$ cat src/rtl/tpu_result_drain_pkg.sv
// Shared types for the TPU result-drain block: FSM state encoding, default
// geometry and the drain command record.
package tpu_result_drain_pkg;

    localparam int DEF_ADDR_WIDTH       = 10;
    localparam int DEF_ARRAY_WIDTH      = 16;
    localparam int DEF_DATA_WIDTH_ACCUM = 32;
    localparam int ROW_IDX_WIDTH        = 8;

    typedef enum logic [1:0] {
        ST_IDLE  = 2'd0,
        ST_RUN   = 2'd1,
        ST_FLUSH = 2'd2,
        ST_DONE  = 2'd3
    } drain_state_e;

    typedef struct packed {
        logic [DEF_ADDR_WIDTH-1:0]  base_addr;
        logic [ROW_IDX_WIDTH-1:0]   len_rows;
        logic [DEF_ARRAY_WIDTH-1:0] col_mask;
    } drain_cmd_t;

endpackage

$ cat src/rtl/drain_fifo2.sv
// Two-entry FIFO for drained rows. A write into a full FIFO is accepted
// only when a read retires an entry in the same cycle.
module drain_fifo2 #(
    parameter int WIDTH = 8
) (
    input  logic             clk,
    input  logic             rst_n,
    input  logic             clr,
    input  logic             wr_en,
    input  logic [WIDTH-1:0] wr_data,
    input  logic             rd_en,
    output logic [WIDTH-1:0] rd_data,
    output logic             not_empty,
    output logic [1:0]       count
);

    logic [WIDTH-1:0] mem [2];
    logic             wr_ptr;
    logic             rd_ptr;
    logic [1:0]       cnt_q;
    logic             do_wr;
    logic             do_rd;

    assign do_rd     = rd_en && (cnt_q != 2'd0);
    assign do_wr     = wr_en && ((cnt_q != 2'd2) || do_rd);
    assign rd_data   = mem[rd_ptr];
    assign not_empty = (cnt_q != 2'd0);
    assign count     = cnt_q;

    always_ff @(posedge clk or negedge rst_n) begin
        if (!rst_n) begin
            wr_ptr <= 1'b0;
            rd_ptr <= 1'b0;
            cnt_q  <= 2'd0;
        end else if (clr) begin
            wr_ptr <= 1'b0;
            rd_ptr <= 1'b0;
            cnt_q  <= 2'd0;
        end else begin
            if (do_wr) wr_ptr <= ~wr_ptr;
            if (do_rd) rd_ptr <= ~rd_ptr;
            cnt_q <= cnt_q + {1'b0, do_wr} - {1'b0, do_rd};
        end
    end

    always_ff @(posedge clk) begin
        if (do_wr && !clr) mem[wr_ptr] <= wr_data;
    end

endmodule

$ cat src/rtl/tpu_result_drain.sv
// Drains rows from the accumulator result buffer into a masked valid/ready
// output stream, one row per beat with row index and last marker.
module tpu_result_drain
    import tpu_result_drain_pkg::*;
#(
    parameter int ADDR_WIDTH           = DEF_ADDR_WIDTH,
    parameter int SYSTOLIC_ARRAY_WIDTH = DEF_ARRAY_WIDTH,
    parameter int DATA_WIDTH_ACCUM     = DEF_DATA_WIDTH_ACCUM
) (
    input  logic                                                    clk,
    input  logic                                                    rst_n,
    input  logic                                                    start,
    input  logic [ADDR_WIDTH-1:0]                                   base_addr,
    input  logic [7:0]                                              len_rows,
    input  logic [SYSTOLIC_ARRAY_WIDTH-1:0]                         col_mask,
    input  logic                                                    abort,
    output logic                                                    busy,
    output logic                                                    done,
    output logic                                                    rd_en,
    output logic [ADDR_WIDTH-1:0]                                   rd_addr,
    input  logic signed [SYSTOLIC_ARRAY_WIDTH-1:0][DATA_WIDTH_ACCUM-1:0] rd_data,
    output logic                                                    out_valid,
    input  logic                                                    out_ready,
    output logic signed [SYSTOLIC_ARRAY_WIDTH-1:0][DATA_WIDTH_ACCUM-1:0] out_data,
    output logic                                                    out_last,
    output logic [7:0]                                              out_row,
    output drain_state_e                                            dbg_state
);

    localparam int W  = SYSTOLIC_ARRAY_WIDTH;
    localparam int RW = SYSTOLIC_ARRAY_WIDTH * DATA_WIDTH_ACCUM;
    localparam int FW = RW + 1 + 8;

    drain_state_e              state_q;
    logic [ADDR_WIDTH-1:0]     addr_q;
    logic [7:0]                len_q;
    logic [W-1:0]              mask_q;
    logic [7:0]                issue_cnt_q;
    logic                      inflight_q;
    logic [7:0]                inflight_row_q;
    logic                      busy_q;
    logic                      done_q;

    logic                      abort_act;
    logic                      pop;
    logic                      can_issue;
    logic [2:0]                pending;
    logic [1:0]                fifo_count;
    logic [FW-1:0]             fifo_wdata;
    logic [FW-1:0]             fifo_rdata;
    logic [W-1:0][DATA_WIDTH_ACCUM-1:0] masked;

    // Handshake: a beat moves on a cycle where out_valid && out_ready; the
    // head entry is held unchanged until that happens.
    assign abort_act = abort && (state_q != ST_IDLE);
    assign pop       = out_valid && out_ready;

    // Occupancy after this cycle's pop plus the read landing this cycle must
    // leave room for the read issued now, which lands two cycles later.
    assign pending   = {1'b0, fifo_count} + {2'b00, inflight_q} - {2'b00, pop};
    assign can_issue = (pending < 3'd2);
    assign rd_en     = (state_q == ST_RUN) && !abort && can_issue;
    assign rd_addr   = addr_q;

    always_comb begin
        masked = '0;
        for (int j = 0; j < W; j++) begin
            if (mask_q[j]) masked[j] = rd_data[j];
        end
    end

    assign fifo_wdata = {(inflight_row_q == len_q - 8'd1), inflight_row_q, masked};

    drain_fifo2 #(.WIDTH(FW)) u_fifo (
        .clk       (clk),
        .rst_n     (rst_n),
        .clr       (abort_act),
        .wr_en     (inflight_q && !abort_act),
        .wr_data   (fifo_wdata),
        .rd_en     (pop),
        .rd_data   (fifo_rdata),
        .not_empty (out_valid),
        .count     (fifo_count)
    );

    assign out_data  = out_valid ? fifo_rdata[RW-1:0] : '0;
    assign out_row   = out_valid ? fifo_rdata[RW +: 8] : 8'd0;
    assign out_last  = out_valid && fifo_rdata[FW-1];
    assign busy      = busy_q;
    assign done      = done_q;
    assign dbg_state = state_q;

    always_ff @(posedge clk or negedge rst_n) begin
        if (!rst_n) begin
            state_q        <= ST_IDLE;
            addr_q         <= '0;
            len_q          <= 8'd0;
            mask_q         <= '0;
            issue_cnt_q    <= 8'd0;
            inflight_q     <= 1'b0;
            inflight_row_q <= 8'd0;
            busy_q         <= 1'b0;
            done_q         <= 1'b0;
        end else if (abort_act) begin
            state_q    <= ST_IDLE;
            inflight_q <= 1'b0;
            busy_q     <= 1'b0;
            done_q     <= 1'b0;
        end else begin
            inflight_q <= rd_en;
            if (rd_en) inflight_row_q <= issue_cnt_q;
            case (state_q)
                ST_IDLE: begin
                    if (start) begin
                        addr_q      <= base_addr;
                        len_q       <= len_rows;
                        mask_q      <= col_mask;
                        issue_cnt_q <= 8'd0;
                        busy_q      <= 1'b1;
                        if (len_rows == 8'd0) begin
                            state_q <= ST_DONE;
                            done_q  <= 1'b1;
                        end else begin
                            state_q <= ST_RUN;
                        end
                    end
                end
                ST_RUN: begin
                    if (rd_en) begin
                        addr_q      <= addr_q + ADDR_WIDTH'(1);
                        issue_cnt_q <= issue_cnt_q + 8'd1;
                        if (issue_cnt_q == len_q - 8'd1) state_q <= ST_FLUSH;
                    end
                end
                ST_FLUSH: begin
                    if (pop && out_last) begin
                        state_q <= ST_DONE;
                        done_q  <= 1'b1;
                    end
                end
                ST_DONE: begin
                    done_q  <= 1'b0;
                    busy_q  <= 1'b0;
                    state_q <= ST_IDLE;
                end
                default: state_q <= ST_IDLE;
            endcase
        end
    end

endmodule

$ cat config.mk
export PLATFORM = sky130hd
export DESIGN_NAME = tpu_result_drain
export DESIGN_NICKNAME = d
export VERILOG_FILES = /design/src/rtl/tpu_result_drain_pkg.sv /design/src/rtl/drain_fifo2.sv /design/src/rtl/tpu_result_drain.sv
export SDC_FILE = /design/constraint.sdc
export NUM_CORES = 1
export LEC_CHECK = 0
export BUFFER_PORTS_ARGS = -buffer_cell sky130_fd_sc_hd__buf_2
export CAP_MARGIN = 20
export CORE_AREA = 5 5 416 418
export CTS_CLUSTER_DIAMETER = 100
export DETAILED_ROUTE_END_ITERATION = 16
export DIE_AREA = 0 0 421 423
export SKIP_LAST_GASP = 1
export SYNTH_ARGS = -nofsm -noshare
export SYNTH_HDL_FRONTEND = slang
export SYNTH_SLANG_ARGS = --single-unit
$ cat constraint.sdc
create_clock -name clk -period 27.1 [get_ports clk]
set_input_delay 1.355 -clock clk [delete_from_list [all_inputs] [get_ports clk]]
set_output_delay 1.355 -clock clk [all_outputs]
set_load 0.02 [all_outputs]
# --- After elaboration in Yosys (flattened, before gate mapping) ---
# Memory sizes are Yosys's and may differ from the RTL's.
# Cells that the tools add are included.
classes:
  add_sub_neg: 7
  n_lt_le_gt_ge: 1
  n_eq_ne: 13
  mux: 47
  bitwise_logic: 3
  reduce_logical: 28
op_table:
  columns: ["op", "count"]
  rows:
  - ["two-way mux 32 bit", 16]
  - ["two-way mux 512 bit", 1]
  - ["two-way mux 8 bit", 3]
  - ["two-way mux 10 bit", 2]
  - ["case mux 10 bit (2 select lines)", 1]
  - ["equality test 8 bit", 2]
  - ["case mux 8 bit (2 select lines)", 1]
  - ["two-way mux 2 bit", 7]
  - ["two-way mux 1 bit", 13]
  - ["!= test 3 x 2 -> 1 bit (second input constant)", 4]
  - ["AND reduction 4 bit", 3]
  - ["adder 10 x 1 -> 10 bit (second input constant)", 1]
  - ["logical AND 1 bit", 10]
  - ["nonzero test 2 bit", 5]
  - ["adder 8 x 1 -> 8 bit (second input constant)", 1]
  - ["logical NOT 8 bit", 1]
  - ["case mux 2 bit (4 select lines)", 1]
  - ["subtractor 8 x 1 -> 8 bit (second input constant)", 1]
  - ["!= test 2 bit (second input constant)", 3]
  - ["equality test 2 bit (second input constant)", 2]
  - ["AND reduction 2 bit", 2]
  - ["nonzero test 4 bit", 1]
  - ["adder 2 x 1 -> 3 bit", 1]
  - ["< comparator 3 x 2 -> 1 bit (second input constant)", 1]
  - ["13 further kinds", 16]
totals:
  regBits: 59
  ram_bits: 1042
  in_bits: 551
  out_inout_bits: 537
  word_cells: 112
  memories: 1
memory_table:
  columns: ["name", "depth", "width", "read_ports", "rd_ports_with_merged_regs", "wr", "line_no", "text"]
  rows:
  - ["u_fifo.mem", 2, 521, 1, 0, 1, "drain_fifo2.sv:17", "logic [WIDTH-1:0] mem [2];"]

# --- Longest topological paths before layout ---
depth:
  ltp_word: 8
  mapped_depth: 14
  ltp_nobuf: 12

# --- Cells and area by module ---
# Synthesis repeated with hierarchy kept, for this count alone.
hier_totals:
  hier_cells: 3095
  hier_area_um2: 47973.5
by_module_without_submodules:
  columns: ["module", "instances", "cells_each", "area_per_inst_um2", "seq_area_each_um2"]
  rows:
  - ["drain_fifo2", 1, 1643, 38026.5, 31390.1]
  - ["tpu_result_drain", 1, 1452, 9947.0, 1376.3]

# --- Least setup slack after synthesis ---
# OpenSTA, ideal clock, no wires.
synth_timing:
  kind: "input to register"
  startpoint: "in abort"
  endpoint: "reg u_fifo.wr_ptr"
  setup_time_ns: 0.195
  t_arrival_ns: 26.109
  t_required_ns: 26.905
  path_slack_ns: 0.796
  cell_stages: 4
  path_buffers: 0
  cell_sequence: "nand2b_1 > o311a_1 > nor2b_1 > o21bai_1"
synth_via:
  elab_chain_len: 5
  word_cells_on_any_way: 6
  classes_between: "mux: 1; reduce/logical: 5"
synth_lines:
  columns: ["element", "line_no", "text"]
  rows:
  - ["from (decl)", "tpu_result_drain.sv:16", "input logic abort,"]
  - ["logical AND 1 bit (*)", "tpu_result_drain.sv:55", "assign abort_act = abort && (state_q != ST_IDLE);"]
  - ["logical NOT 1 bit", "tpu_result_drain.sv:78", ".wr_en (inflight_q && !abort_act),"]
  - ["logical AND 1 bit", "tpu_result_drain.sv:78", null]
  - ["logical AND 1 bit", "drain_fifo2.sv:25", "assign do_wr = wr_en && ((cnt_q != 2'd2) || do_rd);"]
  - ["nonzero test 2 bit (no source line)", null, null]
  - ["to (signal assigned)", "drain_fifo2.sv:40", "if (do_wr) wr_ptr <= ~wr_ptr;"]
  - ["to (decl)", "drain_fifo2.sv:18", "logic wr_ptr;"]
# Every way passes the cells marked *; elsewhere a longest branch is shown, timed or not.
# A chain may end at the register's enable or synchronous reset.

==> metrics.md <==
| Metric | Value |
|---|---|
| Vias per std cell | 4.45 |
| Post-Synth Adder-Cell Area | less than 1% |
| Global-route wire length before repair | approximately 210,000 µm |
| Die Span X | about 420 µm |
| Post-synth ARST share | 5.36% |
| Routed Antenna Nets | 0 |
| Initial Util | 27.0% |
| Routed WL per cell | 23.0 µm |
| CP required | 25.74 ns |
| Clock sinks | approximately 1.1k |
| CTS buffer count | approximately 120 |
| Final min period | 7.21 ns |
| Count of cell types in the netlist | 50 |
| Worst Setup Path Type | reg -> out |
| Final-report max-slew violation count | 0 |
| Post-DP HPWL | 110,000 µm |
| Critical Path Start Type | register |
| Hold_buf cts | 0 |
| Root cell of the clock tree | clkbuf_16 |
| Compound-Gate Fraction of Synth Area | 0.998% |
| CP endpoint kind | output port |
| Slew @ Worst Pin | 1.16 ns |
| Vias in the first global route | 29.9k |
| Fin. Hold Viols | 0 |
| Setup TNS | 0 ns |
| Max Fclk | 0.139 GHz |
| Antenna violations before repair | 71 |
| Synthesized instance count | 3,087 |
| Status | completed |
| Synth Cell Area | 45,500 µm² |
| CP Max Fanout | 60 |
| Syn. warnings | 0 |
| Normalized max-slew margin | between 20% and 30% |
| Iter 0 DRT Violations | 1,915 |
| Port bufs | 1,087 |
| # rows | 151 |
| Pre-antenna DRT Iters | 5 |
| Worst reg2reg startpoint | dbg_state[0]$_DFFE_PN0P_ |
| CP peak stage delay | 0.99 ns |
| Final Skew | about 0.034 ns |
| Pwr dens | between 100 and 150 nW/µm² |
| Mux contribution to synthesized area | 12.1% |
| CTS tree | done |
| Min-delay src | inflight_row_q[0]$_DFFE_PN0P_ |
| Crit path from | u_fifo.rd_ptr$_DFFE_PN0P_ |
| DRC Markers | 0 |
| Largest family of logic cells by synthesized area | simple AND/OR/NAND/NOR gates |
| XOR/XNOR Fraction of Synth Area | less than 1% |
| Buf+Inv Stages, Crit Path | 5 |
| CP Cell Sequence | buf_4 -> buf_4 -> buf_4 -> buf_4 -> mux2i_1 -> nor2_1 -> buf_2 |
| Final worst path period share | about a quarter |
| CP most frequent cell | buf_4 |
| Top delay family on crit path | buffers and inverters |
| Final setup vio count | 0 |
| Htree depth | 3 |
| Fillers | 16.6k |
| Syn avg cell area | 14.7 µm² |
| Clock Path Buffers | 3 |
| Full die area | 178,000 µm² |
| Post-Syn Nets | 3,650 |
| Most frequent cells in the layout | buf_2, edfxtp_1, nor2_1, mux2i_1, and2_1 |
| NumNets Final | about 4.7k |
| Simple-Gate Fraction of Synth Area | 12.5% |
| Max-cap violations | 0 |
| Final GP Congestion | 0.928 |
| RSZ-0062 raised after global routing | no |
| Worst ir drop on vdd | ~0.000083 V |
| Worst min path class | reg -> reg |
| IO Pins | 1,088 |
| Vias after detailed routing | 29.0k |
| Seq cells post-synth | 1,101 |
| EDFF count, synth | between 1k and 1.5k |
| Final WL | between 100,000 and 150,000 µm |
| Core Region | 169,000 µm² |
| Main synth FF type | edfxtp_1 |
| Clock-pin slew on the worst setup and hold paths | about 0.060 ns |
| Die height | 423 µm |
| Worst-Skew Late Latency | between 0.7 and 0.8 ns |
| Largest net degree at the start of global routing | between 150 and 200 |
| Register area share after synthesis | 72.0% |
| CP max-delay cell | dfrtp_4 |
| Grt total ovfl | 0 |
| Post-CTS Setup Bufs | 0 |
| Most common cell after layout, fill and taps aside | buf_2 |
| Share of cells above drive strength 1 | 31.0% |
| Global Route Usage Sum | 16.0% |
| Synth-to-Final Area Change | 26.0% |
| Final core occ | 34.0% |
| WP data arrival | just under 6 ns |
| Leak | between 20 and 25 nW |
| Post-CTS Resized | 0 |
state kept, by name, indices dropped and copies added, names as in the netlist, 2 cells and up:
name	flops
inflight_row_q	8
rd_addr	10
issue_cnt_q	8
u_fifo.mem	1042
u_fifo.count	2
mask_q	16
len_q	8
dbg_state	2
area by class of cell:
class	instances	area, µm²	share of cell area [%]
multi-input cells	1793	12100	21.0
diodes	43	108	0.188
clock inverters	58	474	0.827
flip-flops and latches	1101	32800	57.1
clock buffers	160	3200	5.58
repair buffers	1126	5910	10.3
inverters	18	67.6	0.118
well taps	2218	2780	4.84
cells by family after synthesis:
kind of cell,count (synthesis)
simple gates,1142
flops,1101
mux,549
buf+inv,193
compound gates,66
xor+xnor,24
fa+ha+maj,12
report_power, final:
group | switching (mW) | internal [mW]
Sequential | 0.157 | 2.22
Combinational | 1.69 | 0.791
Clock | 0.653 | 0.880
Total | 2.50 | 3.90
per-layer routing:
layer	share of wire [%]	track usage (%)
met3	6.2	3.95
met4	4.5	7.67
met2	51	27.9
met1	38	18.5
met5	0.15	0
metrics by stage:
| stage | hold WS, ns | power [mW] | std cells | setup slack, ns | cell area (µm²) |
|---|---|---|---|---|---|
| final | 0.543 | 6.39 | 6517 | 19.89 | 57400 |
| after global placement | 0.525 | 4.89 | 6250 | 20.44 | 53400 |
| after detailed placement | 0.526 | 4.93 | 6252 | 20.43 | 53500 |
| after CTS | 0.507 | 6.47 | 6470 | 19.81 | 57200 |
| after global routing | 0.527 | 6.71 | 6497 | 19.63 | 57300 |
| after floorplan | 0.482 | 4.08 | 3087 | 0.796 | 45500 |
Yosys cell counts, types with 10 or more instances:
master | number | area [µm²]
nand2_1 | 43 | 161
nor2_1 | 540 | 2030
a21oi_1 | 14 | 70.1
xnor2_1 | 14 | 123
clkbuf_1 | 133 | 499
inv_1 | 17 | 63.8
o21ai_0 | 22 | 110
dfrtp_1 | 59 | 1480
nor3_1 | 10 | 50.1
buf_1 | 42 | 158
mux2_2 | 24 | 270
and2_1 | 514 | 3220
nand3_1 | 13 | 65.1
edfxtp_1 | 1042 | 31300
ha_1 | 11 | 138
mux2i_1 | 524 | 5250
xor2_1 | 10 | 87.6
path summary, 6_finish.rpt:
kind | endpoint | slack, ns | cells past startpoint
worst max register to register | u_fifo.mem[1][185]$_DFFE_PP_ | 20.79 | 9
worst min register to register | u_fifo.mem[0][512]$_DFFE_PP_ | 0.54 | 0
max in group asynchronous | u_fifo.rd_ptr$_DFFE_PN0P_ | 25.27 | 2
worst min-delay path | u_fifo.mem[0][512]$_DFFE_PP_ | 0.54 | 0
min in group asynchronous | mask_q[9]$_DFFE_PN0P_ | 0.60 | 1
worst max-delay path | out_data[253] | 19.89 | 7
Note: power is estimated with default switching activity, not from simulation.
